<file path="src/rtl/gb_pkg.sv">
// Shared types for the global-buffer bank ID translator: category tags,
// FSM states and default geometry.
package gb_pkg;

   typedef enum logic [1:0] {
      CAT_WEI    = 2'd0,
      CAT_FLGWEI = 2'd1,
      CAT_ACT    = 2'd2,
      CAT_FLGACT = 2'd3
   } gb_cat_e;

   typedef enum logic [1:0] {
      IDLE  = 2'd0,
      ACCUM = 2'd1,
      READY = 2'd2
   } gb_state_e;

   localparam int GB_NUM_CAT  = 4;
   localparam int GB_NUM_BANK = 16;
   localparam int GB_CNT_W    = 4;

endpackage

</file>
<file path="src/rtl/gb_bank_id_map_if.sv">
// Config and translate/response handshake bundle of the bank ID translator.
interface gb_bank_id_map_if #(
   parameter int NUM_CAT  = 4,
   parameter int NUM_BANK = 16,
   parameter int CNT_W    = 4
);
   localparam int TAG_W  = $clog2(NUM_CAT);
   localparam int BANK_W = $clog2(NUM_BANK);

   logic                      cfg_vld;
   logic                      cfg_rdy;
   logic [NUM_CAT*CNT_W-1:0]  cfg_num;
   logic                      cfg_done;
   logic                      cfg_err;
   logic                      req_vld;
   logic                      req_rdy;
   logic [TAG_W-1:0]          req_cat;
   logic [CNT_W-1:0]          req_id;
   logic                      rsp_vld;
   logic                      rsp_rdy;
   logic [TAG_W+BANK_W-1:0]   rsp_abs;
   logic                      rsp_err;

   modport master (
      output cfg_vld, cfg_num, req_vld, req_cat, req_id, rsp_rdy,
      input  cfg_rdy, cfg_done, cfg_err, req_rdy, rsp_vld, rsp_abs, rsp_err
   );

   modport slave (
      input  cfg_vld, cfg_num, req_vld, req_cat, req_id, rsp_rdy,
      output cfg_rdy, cfg_done, cfg_err, req_rdy, rsp_vld, rsp_abs, rsp_err
   );

endinterface

</file>
<file path="src/rtl/gb_bank_base_accum.sv">
// Prefix-sum engine: walks the categories one per cycle, storing each
// category's base and exposing the running total on the final step.
module gb_bank_base_accum
   import gb_pkg::*;
#(
   parameter int NUM_CAT = GB_NUM_CAT,
   parameter int CNT_W   = GB_CNT_W,
   parameter int ACC_W   = CNT_W + $clog2(NUM_CAT) + 1
) (
   input  logic                             clk,
   input  logic                             rst,
   input  logic                             i_start,
   input  logic                             i_active,
   input  logic [NUM_CAT-1:0][CNT_W-1:0]    i_num,
   output logic [NUM_CAT-1:0][ACC_W-1:0]    o_base,
   output logic [ACC_W-1:0]                 o_total,
   output logic                             o_done
);
   localparam int K_W = (NUM_CAT > 1) ? $clog2(NUM_CAT) : 1;

   logic [ACC_W-1:0]                 r_acc;
   logic [K_W-1:0]                   r_k;
   logic [NUM_CAT-1:0][ACC_W-1:0]    r_base;
   logic [ACC_W-1:0]                 w_sum;

   assign w_sum   = r_acc + ACC_W'(i_num[r_k]);
   assign o_done  = i_active && (r_k == K_W'(NUM_CAT - 1));
   // Total is the post-add value so the caller can judge it on the last step
   assign o_total = w_sum;
   assign o_base  = r_base;

   always_ff @(posedge clk) begin
      if (rst) begin
         r_acc  <= '0;
         r_k    <= '0;
         r_base <= '0;
      end else if (i_start) begin
         r_acc <= '0;
         r_k   <= '0;
      end else if (i_active) begin
         r_base[r_k] <= r_acc;
         r_acc       <= w_sum;
         r_k         <= o_done ? '0 : r_k + K_W'(1);
      end
   end

endmodule

</file>
<file path="src/rtl/gb_bank_id_map.sv">
// Category-relative to absolute GB bank ID translator with runtime-loaded
// per-category bank counts and a one-stage registered response.
module gb_bank_id_map
   import gb_pkg::*;
#(
   parameter int NUM_CAT  = GB_NUM_CAT,
   parameter int NUM_BANK = GB_NUM_BANK,
   parameter int CNT_W    = GB_CNT_W
) (
   input  logic               clk,
   input  logic               rst,
   gb_bank_id_map_if.slave    bus
);
   localparam int TAG_W  = $clog2(NUM_CAT);
   localparam int BANK_W = $clog2(NUM_BANK);
   localparam int ACC_W  = CNT_W + TAG_W + 1;

   gb_state_e                        r_state, w_state_nxt;
   logic [NUM_CAT-1:0][CNT_W-1:0]    r_num;
   logic [NUM_CAT-1:0][ACC_W-1:0]    w_base;
   logic [ACC_W-1:0]                 w_total;
   logic                             w_done;
   logic                             w_cfg_acc, w_cfg_ok, w_cfg_bad;
   logic                             r_cfg_done, r_cfg_err;

   logic                             w_req_acc, w_cat_ok, w_err;
   logic [ACC_W-1:0]                 w_sum;
   logic [TAG_W+BANK_W-1:0]          w_abs;
   logic                             r_rsp_vld, r_rsp_err;
   logic [TAG_W+BANK_W-1:0]          r_rsp_abs;

   assign bus.cfg_rdy  = (r_state == IDLE) || (r_state == READY);
   assign bus.cfg_done = r_cfg_done;
   assign bus.cfg_err  = r_cfg_err;
   assign bus.req_rdy  = (r_state == READY) && (!r_rsp_vld || bus.rsp_rdy);
   assign bus.rsp_vld  = r_rsp_vld;
   assign bus.rsp_abs  = r_rsp_abs;
   assign bus.rsp_err  = r_rsp_err;

   assign w_cfg_acc = bus.cfg_vld && bus.cfg_rdy;
   assign w_req_acc = bus.req_vld && bus.req_rdy;

   gb_bank_base_accum #(
      .NUM_CAT (NUM_CAT),
      .CNT_W   (CNT_W),
      .ACC_W   (ACC_W)
   ) u_accum (
      .clk      (clk),
      .rst      (rst),
      .i_start  (w_cfg_acc),
      .i_active (r_state == ACCUM),
      .i_num    (r_num),
      .o_base   (w_base),
      .o_total  (w_total),
      .o_done   (w_done)
   );

   always_comb begin
      w_state_nxt = r_state;
      w_cfg_ok    = 1'b0;
      w_cfg_bad   = 1'b0;
      case (r_state)
         IDLE, READY: begin
            if (w_cfg_acc) w_state_nxt = ACCUM;
         end
         ACCUM: begin
            if (w_done) begin
               // An oversubscribed config drops back to IDLE, locking out requests
               if (w_total <= ACC_W'(NUM_BANK)) begin
                  w_state_nxt = READY;
                  w_cfg_ok    = 1'b1;
               end else begin
                  w_state_nxt = IDLE;
                  w_cfg_bad   = 1'b1;
               end
            end
         end
         default: w_state_nxt = IDLE;
      endcase
   end

   always_ff @(posedge clk) begin
      if (rst) begin
         r_state    <= IDLE;
         r_num      <= '0;
         r_cfg_done <= 1'b0;
         r_cfg_err  <= 1'b0;
      end else begin
         r_state    <= w_state_nxt;
         r_cfg_done <= w_cfg_ok;
         r_cfg_err  <= w_cfg_bad;
         if (w_cfg_acc) r_num <= bus.cfg_num;
      end
   end

   assign w_cat_ok = ({1'b0, bus.req_cat} < (TAG_W + 1)'(NUM_CAT));
   assign w_sum    = w_base[bus.req_cat] + ACC_W'(bus.req_id);
   assign w_err    = !w_cat_ok || (bus.req_id >= r_num[bus.req_cat]);
   assign w_abs    = w_err ? '0 : {bus.req_cat, w_sum[BANK_W-1:0]};

   // Output register holds until consumed; a same-cycle consume+accept reloads it
   always_ff @(posedge clk) begin
      if (rst) begin
         r_rsp_vld <= 1'b0;
         r_rsp_abs <= '0;
         r_rsp_err <= 1'b0;
      end else if (w_req_acc) begin
         r_rsp_vld <= 1'b1;
         r_rsp_abs <= w_abs;
         r_rsp_err <= w_err;
      end else if (bus.rsp_rdy) begin
         r_rsp_vld <= 1'b0;
      end
   end

endmodule

</file>
<file path="src/flat_wrapper.sv">
// flat-port wrapper written by rule: the top's interface ports become plain ports
module gb_bank_id_map_flat import gb_pkg::*;
#(
   parameter int NUM_CAT  = GB_NUM_CAT,
   parameter int NUM_BANK = GB_NUM_BANK,
   parameter int CNT_W    = GB_CNT_W
)
  (clk, rst, bus_cfg_vld, bus_cfg_num, bus_req_vld, bus_req_cat, bus_req_id, bus_rsp_rdy, bus_cfg_rdy, bus_cfg_done, bus_cfg_err, bus_req_rdy, bus_rsp_vld, bus_rsp_abs, bus_rsp_err);
  gb_bank_id_map_if #(.NUM_CAT(NUM_CAT), .NUM_BANK(NUM_BANK), .CNT_W(CNT_W)) bus_i ();
  input  logic clk;
  input  logic rst;
  input wire logic [$bits(bus_i.cfg_vld)-1:0] bus_cfg_vld;
  input wire logic [$bits(bus_i.cfg_num)-1:0] bus_cfg_num;
  input wire logic [$bits(bus_i.req_vld)-1:0] bus_req_vld;
  input wire logic [$bits(bus_i.req_cat)-1:0] bus_req_cat;
  input wire logic [$bits(bus_i.req_id)-1:0] bus_req_id;
  input wire logic [$bits(bus_i.rsp_rdy)-1:0] bus_rsp_rdy;
  output wire logic [$bits(bus_i.cfg_rdy)-1:0] bus_cfg_rdy;
  output wire logic [$bits(bus_i.cfg_done)-1:0] bus_cfg_done;
  output wire logic [$bits(bus_i.cfg_err)-1:0] bus_cfg_err;
  output wire logic [$bits(bus_i.req_rdy)-1:0] bus_req_rdy;
  output wire logic [$bits(bus_i.rsp_vld)-1:0] bus_rsp_vld;
  output wire logic [$bits(bus_i.rsp_abs)-1:0] bus_rsp_abs;
  output wire logic [$bits(bus_i.rsp_err)-1:0] bus_rsp_err;
  assign bus_i.cfg_vld = bus_cfg_vld;
  assign bus_i.cfg_num = bus_cfg_num;
  assign bus_i.req_vld = bus_req_vld;
  assign bus_i.req_cat = bus_req_cat;
  assign bus_i.req_id = bus_req_id;
  assign bus_i.rsp_rdy = bus_rsp_rdy;
  assign bus_cfg_rdy = bus_i.cfg_rdy;
  assign bus_cfg_done = bus_i.cfg_done;
  assign bus_cfg_err = bus_i.cfg_err;
  assign bus_req_rdy = bus_i.req_rdy;
  assign bus_rsp_vld = bus_i.rsp_vld;
  assign bus_rsp_abs = bus_i.rsp_abs;
  assign bus_rsp_err = bus_i.rsp_err;
  gb_bank_id_map #(.NUM_CAT(NUM_CAT), .NUM_BANK(NUM_BANK), .CNT_W(CNT_W)) u_core (.clk(clk), .rst(rst), .bus(bus_i));
endmodule
</file>
<file path="config.mk">
export PLATFORM = sky130hd
export DESIGN_NAME = gb_bank_id_map_flat
export DESIGN_NICKNAME = d
export VERILOG_FILES = /design/src/rtl/gb_pkg.sv /design/src/rtl/gb_bank_id_map_if.sv /design/src/rtl/gb_bank_base_accum.sv /design/src/rtl/gb_bank_id_map.sv /design/src/flat_wrapper.sv
export SDC_FILE = /design/constraint.sdc
export NUM_CORES = 1
export LEC_CHECK = 0
export BUFFER_PORTS_ARGS = -buffer_cell sky130_fd_sc_hd__buf_2
export CAP_MARGIN = 20
export CELL_PAD_IN_SITES_DETAIL_PLACEMENT = 0
export CELL_PAD_IN_SITES_GLOBAL_PLACEMENT = 1
export CORE_ASPECT_RATIO = 1.75
export CORE_MARGIN = 2
export CORE_UTILIZATION = 39
export DETAILED_ROUTE_END_ITERATION = 6
export PLACE_DENSITY_LB_ADDON = 0.1
export SLEW_MARGIN = 20
export SYNTH_ARGS = -nofsm -noshare
export SYNTH_HDL_FRONTEND = slang
export SYNTH_SLANG_ARGS = --single-unit
</file>
<file path="constraint.sdc">
create_clock -name clk -period 3.35 [get_ports clk]
set_input_delay 0.5025 -clock clk [delete_from_list [all_inputs] [get_ports clk]]
set_output_delay 0.5025 -clock clk [all_outputs]
set_load 0.01 [all_outputs]
</file>
==> metrics <==
hold crit path type=in -> reg; Die Ht=~110 µm; fraction of final layout cells sized beyond drive strength 1=0.210; hold_buf cts=0; Placed Instances=403; Mean Syn Cell Area=a little under 9 µm²; CP peak stage delay=0.53 ns; max_cap viols=0; final WL=approximately 6400 µm; 1st-iter DRT viols=71; I/O pin count=39; power density cells=between 400 and 500 nW/µm²; Setup Fix Bufs, Post-CTS=0; Post-Synthesis Cells=294; R2R Path Start=u_core.u_accum.r_k[0]$_SDFFE_PP0P_; Worst Skew=around 0.0095 ns; async set or reset register ratio after synthesis=0; final hold vios=0; crit-path cells=mux4_2 > ha_1 > fa_1 > or3b_1 > or4b_4 > a211oi_2 > o31ai_2 > nor3b_1; FF+latch count, synth=53; hold endpoint=u_core.r_num[5]$_SDFFE_PP0P_; GRT Residual Overflow=0; core area=6540 µm²; Final Critical Period=roughly 3.2 ns; vias in the first global route=2116; vias=2154; FF-to-FF setup slack=0.17 ns; Antenna Violating Nets Remaining=0; layout overhead on the synthesized area=17.5%; final worst setup slack=approximately 0.17 ns; setup TNS=0 ns; outcome=finished, final reports clean; Peak VDD IR=around 0.32 mV; total track usage=0.188; final routed DRC violation total=0; post-route insts no fill=411; Crit. End Element=flop; synth unique cells=35; Final setup viols=0; Final Cycle Share=0.951; crit path DAT=3.33 ns; main flop type after synthesis=dfxtp_1; hold depth=3; FMAX=0.314 GHz; CTS buffer count=5; Slowest cell on crit path=mux4_2; dpl hpwl=4740 µm; number of synthesized flops with an enable pin=0; YS warnings=0; root buffer cell=clkbuf_16; mapped cell area=2620 µm²; clock slew at reported path FFs=approximately 0.07 ns; TritonCTS clock tree=built; Die Span X=66 µm; Hold Crit Start=bus_cfg_num[5]; pre-CTS setup slack=0.168 ns; clk sinks=53; Longest Clk Path Bufs=2; Clk Latency, worst-skew pair=0.30 ns; pin count of the biggest net entering global routing=48; wire per inst=15.6 µm; RSZ-0062 raised after global routing=false; slew margin rel.=0.427; CTS H-tree depth=2; # diodes=0; Register-to-Register Path Depth=8; register area share after synthesis=0.404; RePlAce Congestion=around 0.75; syn nets=338; Rows=39; initial antenna violation count=0; critical-path maximum fanout=3; required time of the critical path=3.49 ns; total power=around 1500 µW; Layout Nets=372; Final Max Slew Viols=0; Lkg Pwr=0.00121 µW; reg2reg end=u_core.bus.cfg_err$_SDFF_PP0_; first-pass iteration count of the detailed router=4; final core utilization=0.472; number of vias per cell=5.24; full die area=roughly 7400 µm²; global-route wire length before repair=10500 µm; kind of critical path=reg -> reg; Slew @ Worst Pin=around 0.86 ns; IO Port Bufs=38; Starting Density=0.401; CTS-repair resized insts=0; startpoint type of the worst setup path=flop
## worst max path at each step
stage	cells past startpoint	end	startpoint
floorplan	9	u_core.bus.cfg_err$_SDFF_PP0_	u_core.u_accum.r_k[0]$_SDFFE_PP0P_
global placement	8	u_core.bus.cfg_err$_SDFF_PP0_	u_core.u_accum.r_k[0]$_SDFFE_PP0P_
detailed placement	8	u_core.bus.cfg_err$_SDFF_PP0_	u_core.u_accum.r_k[0]$_SDFFE_PP0P_
CTS	8	u_core.bus.cfg_err$_SDFF_PP0_	u_core.u_accum.r_k[0]$_SDFFE_PP0P_
global route	8	u_core.bus.cfg_err$_SDFF_PP0_	u_core.u_accum.r_k[0]$_SDFFE_PP0P_
finish	8	u_core.bus.cfg_err$_SDFF_PP0_	u_core.u_accum.r_k[0]$_SDFFE_PP0P_
## registers in the layout (all words and copies together) (netlist names)
signal                 cells
u_core.r_num              16
u_core.bus.cfg_err         1
u_core.u_accum.r_acc       7
u_core.bus.cfg_done        1
u_core.bus.rsp_err         1
u_core.u_accum.r_k         2
u_core.bus.rsp_vld         1
u_core.bus.rsp_abs         6
u_core.r_state             2
u_core.u_accum.o_base     16
## critical path, delay by kind of cell (launching register included)
kind / cells / cell delay [ns]
adder cells (fa/ha/maj): 2 / 0.77
multiplexers: 1 / 0.53
flip-flops: 1 / 0.36
AND/OR/NAND/NOR: 3 / 1.01
AO/OA/AOI/OAI: 2 / 0.35
## through the flow
stage               area (µm²)  hold WS, ns
finish                    3080        0.432
CTS                       3080        0.427
floorplan                 2620        0.433
detailed placement        2890        0.448
global route              3080        0.444
global placement          2890        0.440
## cells in the final DEF, fill, tap and decap left out, types with 3 or more instances in the layout
cell	n
nand2_1	64
nor2b_1	3
dfxtp_1	53
nor3_1	3
nor2_1	13
xnor2_1	7
clkbuf_16	5
xor2_1	3
nand3_1	18
mux4_2	12
a211oi_1	3
buf_2	38
ha_1	15
nand2b_1	5
a22oi_1	5
a21oi_1	42
inv_1	8
buf_4	5
## cell usage after synthesis (all sizes together), types with 2 or more instances
| cell type | n | area share |
|---|---|---|
| inv | 8 | 0.011 |
| nor3 | 3 | 0.0057 |
| xnor2 | 7 | 0.023 |
| a21oi | 42 | 0.080 |
| mux4 | 12 | 0.10 |
| xor2 | 3 | 0.010 |
| a22oi | 5 | 0.014 |
| and3 | 2 | 0.0048 |
| nor2 | 13 | 0.019 |
| or2 | 2 | 0.0048 |
| nand3 | 18 | 0.034 |
| dfxtp | 53 | 0.40 |
| ha | 15 | 0.072 |
| buf | 4 | 0.0057 |
| clkbuf | 12 | 0.017 |
| nor2b | 3 | 0.0072 |
| nand2b | 5 | 0.012 |
| o21ai | 2 | 0.0038 |
| fa | 2 | 0.015 |
| nand4 | 2 | 0.0048 |
| a211oi | 4 | 0.013 |
| nand2 | 64 | 0.092 |
| o31ai | 2 | 0.0095 |
## layout make-up
class                      instances  area [µm²]
inverter                           8        30.0
tap                               82         103
fill                             709        3450
timing repair buffer              43         228
clock inverter                     3        65.1
sequential                        53        1060
clock buffer                       5         125
multi-input combinational        217        1470
## per-layer routing
layer  wire length (µm)  global-route usage  up-vias
met5                  0                   0        -
met4                120              0.0694        0
met3                194              0.0321        7
met2               3620               0.355       33
met1               2470               0.201     1019
li1                   -                   -     1095
## where the power goes
part / internal (µW) / switching [µW] / leakage [µW]
Clock: 427 / 241 / 0.0000938
Combinational: 63.8 / 87.4 / 0.000686
Sequential: 645 / 13.9 / 0.000430
Total: 1140 / 342 / 0.00121
## cells by family (layout without fill, tap and decap cells)
group	Yosys count	after routing	synth area share
and+or+nand+nor	117	117	0.200
xor gates and xnor gates	10	10	0.0334
muxes	12	12	0.103
DFF	53	53	0.404
AOI/OAI and AO/OA	61	61	0.138
buffers and inverters	24	59	0.0343
adders and majority gates	17	17	0.0868
(Power assumes the default switching activity.)
